**src/rtl/alu_arbiter.sv**
```systemverilog
// Two-port round-robin arbiter in front of a single rv32i ALU with a one-entry result slot.
// Optional feature macro: ALU_ARB_FIXED_PRIO_EN (requester 0 always wins contention).
module alu_arbiter #(
    parameter int          XLEN        = 32,
    parameter int unsigned RESET_GRANT = 0
) (
    input  logic            clk,
    input  logic            rst,

    input  logic            req0_valid,
    output logic            req0_ready,
    input  logic [XLEN-1:0] req0_a,
    input  logic [XLEN-1:0] req0_b,
    input  logic [2:0]      req0_funct3,
    input  logic [6:0]      req0_funct7,
    input  logic [6:0]      req0_opcode,

    input  logic            req1_valid,
    output logic            req1_ready,
    input  logic [XLEN-1:0] req1_a,
    input  logic [XLEN-1:0] req1_b,
    input  logic [2:0]      req1_funct3,
    input  logic [6:0]      req1_funct7,
    input  logic [6:0]      req1_opcode,

    output logic            rsp_valid,
    input  logic            rsp_ready,
    output logic [XLEN-1:0] rsp_result,
    output logic            rsp_id
);

    localparam logic [6:0] OP_REG = 7'b0110011;

    typedef enum logic {
        ST_EMPTY = 1'b0,
        ST_FULL  = 1'b1
    } slot_state_e;

    // SUB only for register-register ops; SRA/SRAI both select on funct7[5].
    function automatic logic [31:0] alu_op(
        input logic [31:0] a,
        input logic [31:0] b,
        input logic [2:0]  f3,
        input logic        alt,
        input logic [6:0]  op
    );
        logic [4:0] shamt;
        shamt = b[4:0];
        case (f3)
            3'b000:  alu_op = (alt && (op == OP_REG)) ? (a - b) : (a + b);
            3'b001:  alu_op = a << shamt;
            3'b010:  alu_op = {31'd0, ($signed(a) < $signed(b))};
            3'b011:  alu_op = {31'd0, (a < b)};
            3'b100:  alu_op = a ^ b;
            3'b101:  alu_op = alt ? 32'($signed(a) >>> shamt) : (a >> shamt);
            3'b110:  alu_op = a | b;
            3'b111:  alu_op = a & b;
            default: alu_op = 32'd0;
        endcase
    endfunction

    slot_state_e     state_q;
    logic [XLEN-1:0] result_q;
    logic            id_q;

    logic            grant0;
    logic            grant1;
    logic            can_accept;
    logic            accept;
    logic [XLEN-1:0] sel_a;
    logic [XLEN-1:0] sel_b;
    logic [2:0]      sel_f3;
    logic            sel_alt;
    logic [6:0]      sel_op;
    logic [XLEN-1:0] alu_res;

`ifndef ALU_ARB_FIXED_PRIO_EN
    logic            prio_q;
`endif

    // Grant selection: a lone requester always wins, contention resolved by priority.
    always_comb begin
        grant0 = 1'b0;
        grant1 = 1'b0;
`ifdef ALU_ARB_FIXED_PRIO_EN
        grant0 = req0_valid;
        grant1 = req1_valid & ~req0_valid;
`else
        if (req0_valid && req1_valid) begin
            grant0 = ~prio_q;
            grant1 = prio_q;
        end else begin
            grant0 = req0_valid;
            grant1 = req1_valid;
        end
`endif
    end

    assign can_accept = (state_q == ST_EMPTY) | rsp_ready;
    assign req0_ready = can_accept & grant0;
    assign req1_ready = can_accept & grant1;
    assign accept     = (req0_valid & req0_ready) | (req1_valid & req1_ready);

    // Operand mux toward the shared ALU.
    always_comb begin
        sel_a   = req0_a;
        sel_b   = req0_b;
        sel_f3  = req0_funct3;
        sel_alt = req0_funct7[5];
        sel_op  = req0_opcode;
        if (grant1) begin
            sel_a   = req1_a;
            sel_b   = req1_b;
            sel_f3  = req1_funct3;
            sel_alt = req1_funct7[5];
            sel_op  = req1_opcode;
        end else begin
            sel_a   = req0_a;
            sel_b   = req0_b;
            sel_f3  = req0_funct3;
            sel_alt = req0_funct7[5];
            sel_op  = req0_opcode;
        end
        alu_res = alu_op(sel_a, sel_b, sel_f3, sel_alt, sel_op);
    end

    // Only funct7[5] carries meaning for the rv32i base ALU.
    logic unused_funct7;
    assign unused_funct7 = ^{req0_funct7[6], req0_funct7[4:0],
                             req1_funct7[6], req1_funct7[4:0]};

    // Output slot FSM; a drain and a new accept in the same cycle keep it FULL.
    always_ff @(posedge clk or posedge rst) begin
        if (rst) begin
            state_q  <= ST_EMPTY;
            result_q <= '0;
            id_q     <= 1'b0;
        end else begin
            case (state_q)
                ST_EMPTY: begin
                    if (accept) begin
                        state_q  <= ST_FULL;
                        result_q <= alu_res;
                        id_q     <= grant1;
                    end else begin
                        state_q  <= ST_EMPTY;
                    end
                end
                ST_FULL: begin
                    if (accept) begin
                        state_q  <= ST_FULL;
                        result_q <= alu_res;
                        id_q     <= grant1;
                    end else if (rsp_ready) begin
                        state_q  <= ST_EMPTY;
                    end else begin
                        state_q  <= ST_FULL;
                    end
                end
                default: begin
                    state_q <= ST_EMPTY;
                end
            endcase
        end
    end

`ifndef ALU_ARB_FIXED_PRIO_EN
    // Priority flips away from whoever was just served, contended or not.
    always_ff @(posedge clk or posedge rst) begin
        if (rst) begin
            prio_q <= 1'(RESET_GRANT);
        end else if (accept) begin
            prio_q <= ~grant1;
        end else begin
            prio_q <= prio_q;
        end
    end
`endif

    assign rsp_valid  = (state_q == ST_FULL);
    assign rsp_result = result_q;
    assign rsp_id     = id_q;

endmodule

```
**config.mk**
```make
export PLATFORM = sky130hd
export DESIGN_NAME = alu_arbiter
export DESIGN_NICKNAME = d
export VERILOG_FILES = /design/src/rtl/alu_arbiter.sv
export SDC_FILE = /design/constraint.sdc
export NUM_CORES = 1
export LEC_CHECK = 0
export CAP_MARGIN = 20
export CORE_MARGIN = 4
export CORE_UTILIZATION = 23
export CTS_BUF_LIST = sky130_fd_sc_hd__clkbuf_8
export CTS_CLUSTER_SIZE = 10
export DETAILED_ROUTE_END_ITERATION = 8
export GPL_ROUTABILITY_DRIVEN = 0
export SYNTH_ARGS = -nofsm -noshare
export SYNTH_HDL_FRONTEND = slang
export SYNTH_SLANG_ARGS = --single-unit
```
**constraint.sdc**
```tcl
create_clock -name clk -period 4.8 [get_ports clk]
set_clock_uncertainty 0.1 [all_clocks]
set_input_delay 0.72 -clock clk [delete_from_list [all_inputs] [get_ports clk]]
set_output_delay 0.72 -clock clk [all_outputs]
set_load 0.1 [all_outputs]
```
Yosys cells after proc, flatten, opt, wreduce, memory -nomap -nowiden --
Index checks and enable logic that the tools add are counted.
Cells by class: add/subtract/negate cells 2, magnitude comparators 2, equality and inequality tests 8, shift-type cells 3, muxes and demuxes 16, bitwise gates (word level) 12, reduce and logical (&&, ||, !) cells 3
Operators by type and width (number):
- 32-bit case mux with 8 select lines | 1
- 32-bit two-way mux | 5
- 32-bit less-than comparator | 2
- 32-bit adder | 1
- 32-bit AND | 1
- 32-bit bitwise OR | 1
- 32-bit by 5-bit << shifter with 32-bit output | 1
- 32-bit by 5-bit right shift with 32-bit output | 1
- 32-bit by 5-bit >>> shifter with 32-bit output | 1
- 32-bit subtractor | 1
- 32-bit bitwise XOR | 1
- 3-bit == test (second input constant) | 4
- 7-bit by 6-bit == test with 1-bit output (second input constant) | 1
- 1-bit two-way mux | 7
- 7-bit two-way mux | 1
- 3-bit by 2-bit == test with 1-bit output (second input constant) | 2
- 1-bit AND | 4
- 3-bit by 1-bit == test with 1-bit output (second input constant) | 1
- 3-bit zero test | 1
- 3-bit two-way mux | 1
- 1-bit NOT | 3
- 1-bit logical AND | 2
- 1-bit bitwise OR | 2
- 1-bit case mux with 2 select lines | 1
Storage, ports and cells: bits in registers 35, input port bits 167, output and inout bits 36, word-level logic and storage cells 50

Logic depth before layout (Yosys ltp) --
Gate-level depths: netlist of run 1.
word-level depth 8, depth in mapped cells 22, mapped depth without buffers 16

Worst setup path before layout of run 1 --
No wires, ideal clock.
path type input to register, start point input port req0_valid, end point register result_q[31], in the netlist rsp_result[31], setup time 0.069 ns, arrival time 4.835 ns, data required time 4.631 ns, slack -0.205 ns, stages 20, path buffers 6, cell sequence and2b_4 > nor2_8 > buf_2 > buf_2 > clkbuf_1 > clkbuf_1 > clkbuf_1 > nand2_1 > nand2_1 > ha_1 > buf_6 > a21o_1 > a211oi_2 > nor2_1 > or4_4 > a31oi_4 > o21ai_2 > a311o_1 > a2111o_1 > nand3b_1
On the way: word-level cells in the longest chain between the ends 8, elaborated cells on any way between the ends 35, classes of those cells 2 x add/sub; 8 x eq/ne; 3 x shift; 11 x mux; 8 x bitwise; 3 x reduce/logical
RTL lines:
- start, declared | RTL line 10 | input logic req0_valid,
- parallel branches: the longest is 8 deep, another holds 32-bit adder
- end signal, assigned | RTL line 143 | result_q <= alu_res;
- end signal, assigned | RTL line 152 | result_q <= alu_res;
- end, declared | RTL line 63 | logic [XLEN-1:0] result_q;
Parallel ways; which one is timed is not known. The select of a mux whose other input is x is not followed. A chain may end at the register's enable or synchronous reset.

Final worst setup path of run 1 --
Ends and elaborated chain as after synthesis.

==> results of run 1 <==
power by group:
part           switching [mW]  internal, mW  total [mW]
clock network           0.154        0.0985       0.252
logic                    2.49          1.39        3.88
registers              0.0751         0.364       0.439
total                    2.72          1.85        4.57
metrics by stage:
step	power [mW]	setup WS (ns)	hold WS [ns]	std cells
finish	4.571	0.06449	0.4327	2861
floorplan	2.690	0.04655	0.3777	1858
detailed placement	4.148	-0.5450	0.4120	2850
global route	4.802	-0.05124	0.4651	2860
global placement	4.119	-0.4200	0.4027	2850
CTS	4.432	0.006671	0.4392	2858
tightest hold or removal path, cell delays in order, from the launching register on:
cell and delay (ns):
dfrtp_1 0.35, nor2_1 0.05, a21oi_1 0.10
sequential cells by signal, summed over array words and instances, names as in the netlist:
name / flops
prio_q: 1
rsp_result: 32
rsp_id: 1
rsp_valid: 1
logic make-up (layout without fill, tap and decap cells):
kind of cell | Yosys count | count (layout) | share of synthesized area, %
compound gates | 635 | 635 | 34.18
xor+xnor | 15 | 15 | 1.041
buf+inv | 246 | 552 | 8.597
fa+ha+maj | 99 | 99 | 9.936
mux | 178 | 178 | 14.98
flops | 35 | 35 | 6.941
simple gates | 650 | 650 | 24.32
other cells | 0 | 1 | 0
worst max path at each step:
stage | end | slack [ns]
after floorplan | rsp_result[31] | 0.05
after global placement | rsp_result[30] | -0.42
after detailed placement | rsp_result[30] | -0.54
after CTS | rsp_result[30] | 0.007
after global routing | rsp_result[31] | -0.05
final | rsp_result[31] | 0.06
repair_timing:
item                       CTS  global route
setup buffers                0             2
gates resized for setup      5            19
pin swaps                    0             6
setup endpoints to repair    1            18
cells in the mapped netlist (8+ instances only):
cell,number,area [sq um]
dfrtp_1,35,875.8
nor4_1,12,75.07
nand2_1,253,949.7
or3_1,19,118.9
buf_2,52,260.3
and3_1,16,100.1
nand4_1,12,75.07
ha_1,97,1214
nor2_1,137,514.2
buf_1,10,37.54
o21bai_1,10,75.07
a211oi_1,44,330.3
a31oi_1,18,112.6
o31ai_1,12,90.09
a21oi_1,156,780.8
mux2i_1,129,1291
nor3_1,48,240.2
o211ai_1,37,277.8
a2111oi_0,10,87.58
o21ai_1,13,65.06
buf_4,13,97.59
nor2b_1,29,181.4
a221oi_1,23,201.4
o221ai_1,18,157.7
nand2b_1,14,87.58
a21o_1,19,142.6
o311ai_0,8,70.07
o22ai_1,14,87.58
mux2_2,44,495.5
clkbuf_1,62,232.7
nand3_1,61,305.3
inv_1,98,367.9
a211o_1,14,122.6
o21ai_0,131,655.6
xnor2_1,9,78.83
layer usage:
layer / global-route usage, % / vias up / wire (microns)
met1: 28.90 / 7887 / 27480
met5: 0 / - / 13
met3: 6.419 / 227 / 8392
met4: 8.827 / 2 / 3286
met2: 34.03 / 1195 / 29160
li1: - / 7500 / -
final cells by class:
type                       instances  share of cell area (%)
multi-input combinational       1577                   63.89
tap                              696                   5.146
antenna                            1                 0.01479
clock buffer                       5                  0.4066
clock inverter                     3                 0.07393
timing repair buffer             441                   22.99
sequential                        35                   5.175
inverter                         103                   2.299
==> run summary, run 1 <==
Run status -> finished, final reports clean
CTS Hold Bufs -> 0
Layout cell share with drive strength beyond 1 -> 17.42%
DR vias/cell -> 5.876
Crit path buf inv count -> 3
Worst setup startpoint -> req0_valid
Async SR Flop Fraction -> 100.0%
Die area -> 58670 sq um
Fin util -> 31.32%
Fin. Hold Viols -> 0
Die span in y -> 242.2 microns
Buffers on Ports -> 190
Setup Total Neg Slack -> 0 ns
Hold path cells -> 2
Distinct cell type count after synthesis -> 103
Area Overhead vs Synth -> 34.12%
Total CTS buffers -> 5
Commonest non-fill, non-tap cells in the layout -> nand2_1, buf_4, clkdlybuf4s50_1, a21oi_1, nor2_1
Vias -> 16810
Residual DRC count -> 0
Power per Cell Area -> 270.1 nW/um^2
Hold Crit Class -> flop to flop
Top Ports -> 203
DRT iter0 DRCs -> 2801
Clock Sinks -> 35
Fin crit share -> 98.66%
RSZ-0062 raised after global routing -> yes
VDD IR max -> 0.1128 mV
CP Class -> primary input to flop
Endpoint type of the worst setup path -> flop
Critical hold path startpoint -> rsp_result[4]
Horiz. Die Dim -> 242.2 microns
R2R Path End -> rsp_result[30]
Clock root buffer master -> clkbuf_8
Post-synthesis register bit count -> 35
Post-route ant nets -> 0
H-tree levels -> 2
Initial antenna violation count -> 1
Fmax -> 211.2 MHz
WL final -> 68.33 mm
EDFF count, synth -> 0
Leak Pwr -> 7.280 nW
Worst Reg-to-Reg Cells -> 17
Slew headroom -> 25.04%
Post-Syn Area -> 12620 sq um
R2R setup slack -> 0.46 ns
WP depth -> 17
Core box area -> 54030 sq um
Register area share after synthesis -> 6.941%
Fillers -> 5860
Number of global-route vias before repair -> 16140
Yosys warnings -> 0
Slew Limit Fails -> 0
Row count -> 85
Reg area -> 875.8 sq um
Worst EP required -> 4.98 ns
Final Setup Violations -> 0
CP delay by family, top -> compound AO/OA/AOI/OAI gates
Syn Area/Cell -> 6.791 sq um
WL/cell -> 23.88 microns
Post-Syn Instances -> 1858
Syn_nets -> 2124
Final min period -> 4.736 ns
Crit-path slowest cell -> or4_4
Final #Nets -> 2429
Hpwl dp -> 54.21 mm
Leading cell type in the layout, fill and taps excluded -> nand2_1
Clock tree buffer depth -> 2
First-pass detailed-route iteration total -> 6
Clock Latency Late Sink -> 0.34 ns
Global-route wire length before repair -> 102.2 mm
Multi-input logic area -> 10810 sq um
Largest net degree at the start of global routing -> 58
Max-cap violations -> 0
DP Area -> 16710 sq um
All-Layer GR Usage -> 22.05%
Measured slew at the worst slew-check pin -> 1.121 ns
Clk slew on worst S/H paths -> 0.09 ns
Initial core utilization -> 23.36%
Post-route design area -> 16920 sq um
Ys flop type -> dfrtp_1
Crit path arrival time -> 4.92 ns
FF-to-FF Start -> prio_q
CP cell instances -> clkdlybuf4s50_1 -> buf_4 -> nand2b_2 -> nand2_4 -> buf_4 -> nand2_1 -> nand2_1 -> ha_1 -> a21o_1 -> a211oi_2 -> nor2_1 -> or4_4 -> a31oi_4 -> o21ai_2 -> a311o_1 -> a2111o_1 -> nand3b_1
Crit start category -> primary input
Critical Path Fanout Max -> 15
Worst Hold Path EP -> rsp_result[4]
Congestion Overflow GR -> 0
Max incr delay on CP -> 0.50 ns
CTS tree -> built
Power figures use the tool's default switching activity.
==> run 2: changes to the inputs <==
SKIP_CTS_REPAIR_TIMING = 1   (was not set)
==> run 2 against run 1 <==
Net effect:
- the run now ends with design-rule violations left
- clock-buffer cell count unchanged
- power barely moved
- sequential power barely moved
- first-iteration DRC count is 1.0% higher
- wire length up 0.25%
- die area is the same
- cell count hardly changed
- critical endpoint is now rsp_result[30]
==> run summary, run 2 (synthesis gave the netlist of run 1 again) <==
Run status -> finished with violations
Failing checks -> design-rule violations
H-tree levels -> 2 (unchanged)
Fillers -> 5871 (+0.19%)
WL/cell -> 23.96 microns (+0.32%)
CTS tree -> built
Die span in y -> 242.2 microns (unchanged)
Initial core utilization -> 23.36% (unchanged)
Clock root buffer master -> clkbuf_8
FF-to-FF Start -> prio_q
Layout cell share with drive strength beyond 1 -> 17.38% (-0.038 points)
Top Ports -> 203 (unchanged)
CP Class -> primary input to flop
Area Overhead vs Synth -> 33.98%
Core box area -> 54030 sq um (unchanged)
Critical Path Most Common Cell -> buf_4
R2R setup slack -> 0.38 ns (-0.08 ns)
DRT iter0 DRCs -> 2829 (+1.0%)
Die area -> 58670 sq um (unchanged)
Hold Crit Class -> flop to flop
Worst EP required -> 4.93 ns (-0.05 ns)
Fin. Hold Viols -> 0 (unchanged)
Total CTS buffers -> 5 (unchanged)
Commonest non-fill, non-tap cells in the layout -> nand2_1, buf_4, clkdlybuf4s50_1, a21oi_1, nor2_1
Crit-path slowest cell -> clkdlybuf4s50_1
Initial antenna violation count -> 1 (unchanged)
Row count -> 85 (unchanged)
Worst Reg-to-Reg Cells -> 17 (unchanged)
Final Setup Violations -> 0 (unchanged)
Critical Path Fanout Max -> 4 (-11)
Clk slew on worst S/H paths -> 0.09 ns (about the same)
Hold path cells -> 2 (unchanged)
Fin crit share -> 99.75% (+1.1 points)
Measured slew at the worst slew-check pin -> 1.121 ns (-0.00002953 ns)
Crit path arrival time -> 4.91 ns (about the same)
Max reg flops -> 32 (unchanged)
CP cell instances -> clkdlybuf4s50_1 -> and2b_4 -> o21ai_0 -> a21boi_1 -> buf_4 -> buf_4 -> ha_1 -> fa_1 -> nor2b_1 -> o31a_1 -> a211oi_2 -> o21ai_0 -> a211oi_1 -> buf_4 -> o221ai_1 -> o31ai_1 -> and4bb_1 -> nor3_1
Congestion Overflow GR -> 0 (unchanged)
Final min period -> 4.788 ns (+0.05229 ns)
Leading cell type in the layout, fill and taps excluded -> nand2_1
Final #Nets -> 2428 (-0.041%)
Number of global-route vias before repair -> 16150 (+0.062%)
Fmax -> 208.9 MHz (-1.1%)
First-pass detailed-route iteration total -> 9 (+3)
All-Layer GR Usage -> 22.03% (-0.023 points)
Crit start category -> primary input
DR vias/cell -> 5.918 (+0.72%)
Ant. Diodes -> 0 (-1)
Post-route ant nets -> 0 (unchanged)
Clock Sinks -> 35 (unchanged)
Horiz. Die Dim -> 242.2 microns (unchanged)
R2R Path End -> rsp_result[30]
Global-route wire length before repair -> 102.0 mm (-0.17%)
Power per Cell Area -> 270.2 nW/um^2 (about the same)
Vias -> 16920 (+0.65%)
Max incr delay on CP -> 0.43 ns (-0.07 ns)
VDD IR max -> 0.1127 mV (about the same)
Clock Latency Late Sink -> 0.34 ns (about the same)
Setup Total Neg Slack -> 0 ns (unchanged)
Residual DRC count -> 1 (+1)
Clock tree buffer depth -> 2 (unchanged)
RSZ-0062 raised after global routing -> yes
Critical hold path startpoint -> rsp_result[4]
Hpwl dp -> 54.21 mm (unchanged)
Largest net degree at the start of global routing -> 58 (unchanged)
Slew headroom -> 25.05% (about the same)
Endpoint type of the worst setup path -> flop
Leak Pwr -> 7.273 nW (about the same)
Total Power -> 4.568 mW (about the same)
Max-cap violations -> 0 (unchanged)
Worst Hold Path EP -> rsp_result[4]
Buffers on Ports -> 190 (unchanged)
Slew Limit Fails -> 0 (unchanged)
WL final -> 68.50 mm (+0.25%)
## run 2: cell types whose count changed in the layout (fill, tap and decap cells not counted)
cell      delta
a211oi_4     -1
diode_2      -1
fa_1         +1
o21ai_1      -1
o21ai_0      +1
o311ai_1     +1
nand2_1      -1
fa_2         -1
nand2_2      +1
buf_4        -1
o311ai_0     -1
a211oi_2     +1
## run 2: how the worst max path moves through the flow
| stage | from | end | slack, ns | depth (start not counted) |
|---|---|---|---|---|
| 2_1_floorplan | req1_valid | rsp_result[31] | 0.05 | 21 |
| 3_3_place_gp | req0_valid | rsp_result[30] | -0.42 | 18 |
| 3_5_place_dp | req0_valid | rsp_result[30] | -0.54 | 18 |
| 4_1_cts | req0_valid | rsp_result[30] | -0.22 | 18 |
| 5_1_grt | req0_valid | rsp_result[30] | -0.09 | 18 |
| 6_report | req0_valid | rsp_result[30] | 0.01 | 18 |
## run 2: per-stage QoR
| step | setup WS, ns | hold slack (ns) | util, % | area [sq um] | instances |
|---|---|---|---|---|---|
| floorplan | 0.04655 | 0.3777 | - | 12630 | 1858 |
| global placement | -0.4200 | 0.4027 | 30.94 | 16710 | 2850 |
| detailed placement | -0.5450 | 0.4120 | 30.94 | 16710 | 2850 |
| CTS | -0.2249 | 0.4392 | 31.09 | 16790 | 2858 |
| global route | -0.08566 | 0.4651 | 31.29 | 16910 | 2859 |
| finish | 0.01220 | 0.4337 | 31.29 | 16910 | 2859 |
## run 2: critical path, delay by kind of cell
family                   cells  cell delay (ns)
buffers and inverters        4             0.90
AND/OR/NAND/NOR              4             0.61
adder cells (fa/ha/maj)      2             0.48
AO/OA/AOI/OAI                8             2.21
## run 2: area by class of cell
class,count,area [sq um],area share (%)
Timing Repair Buffer,440,3884,22.97
Inverter,103,389.1,2.302
Tap cell,696,870.8,5.151
Sequential cell,35,875.8,5.181
Clock inverter,3,12.51,0.07401
Clock buffer,5,68.82,0.4070
Multi-Input combinational cell,1577,10810,63.91
## run 2: routing by layer
layer / vias up / part of all wire, % / global-route usage, %
met5: - / 0.019 / 0
met4: 2 / 5.1 / 8.895
met3: 238 / 13 / 6.364
met2: 1232 / 42 / 33.93
met1: 7955 / 40 / 28.92
li1: 7493 / - / -
## run 2: report_power, final
group	switching, mW	internal [mW]	total (mW)
registers	0.0752	0.364	0.439
clock network	0.153	0.0985	0.251
logic	2.49	1.38	3.88
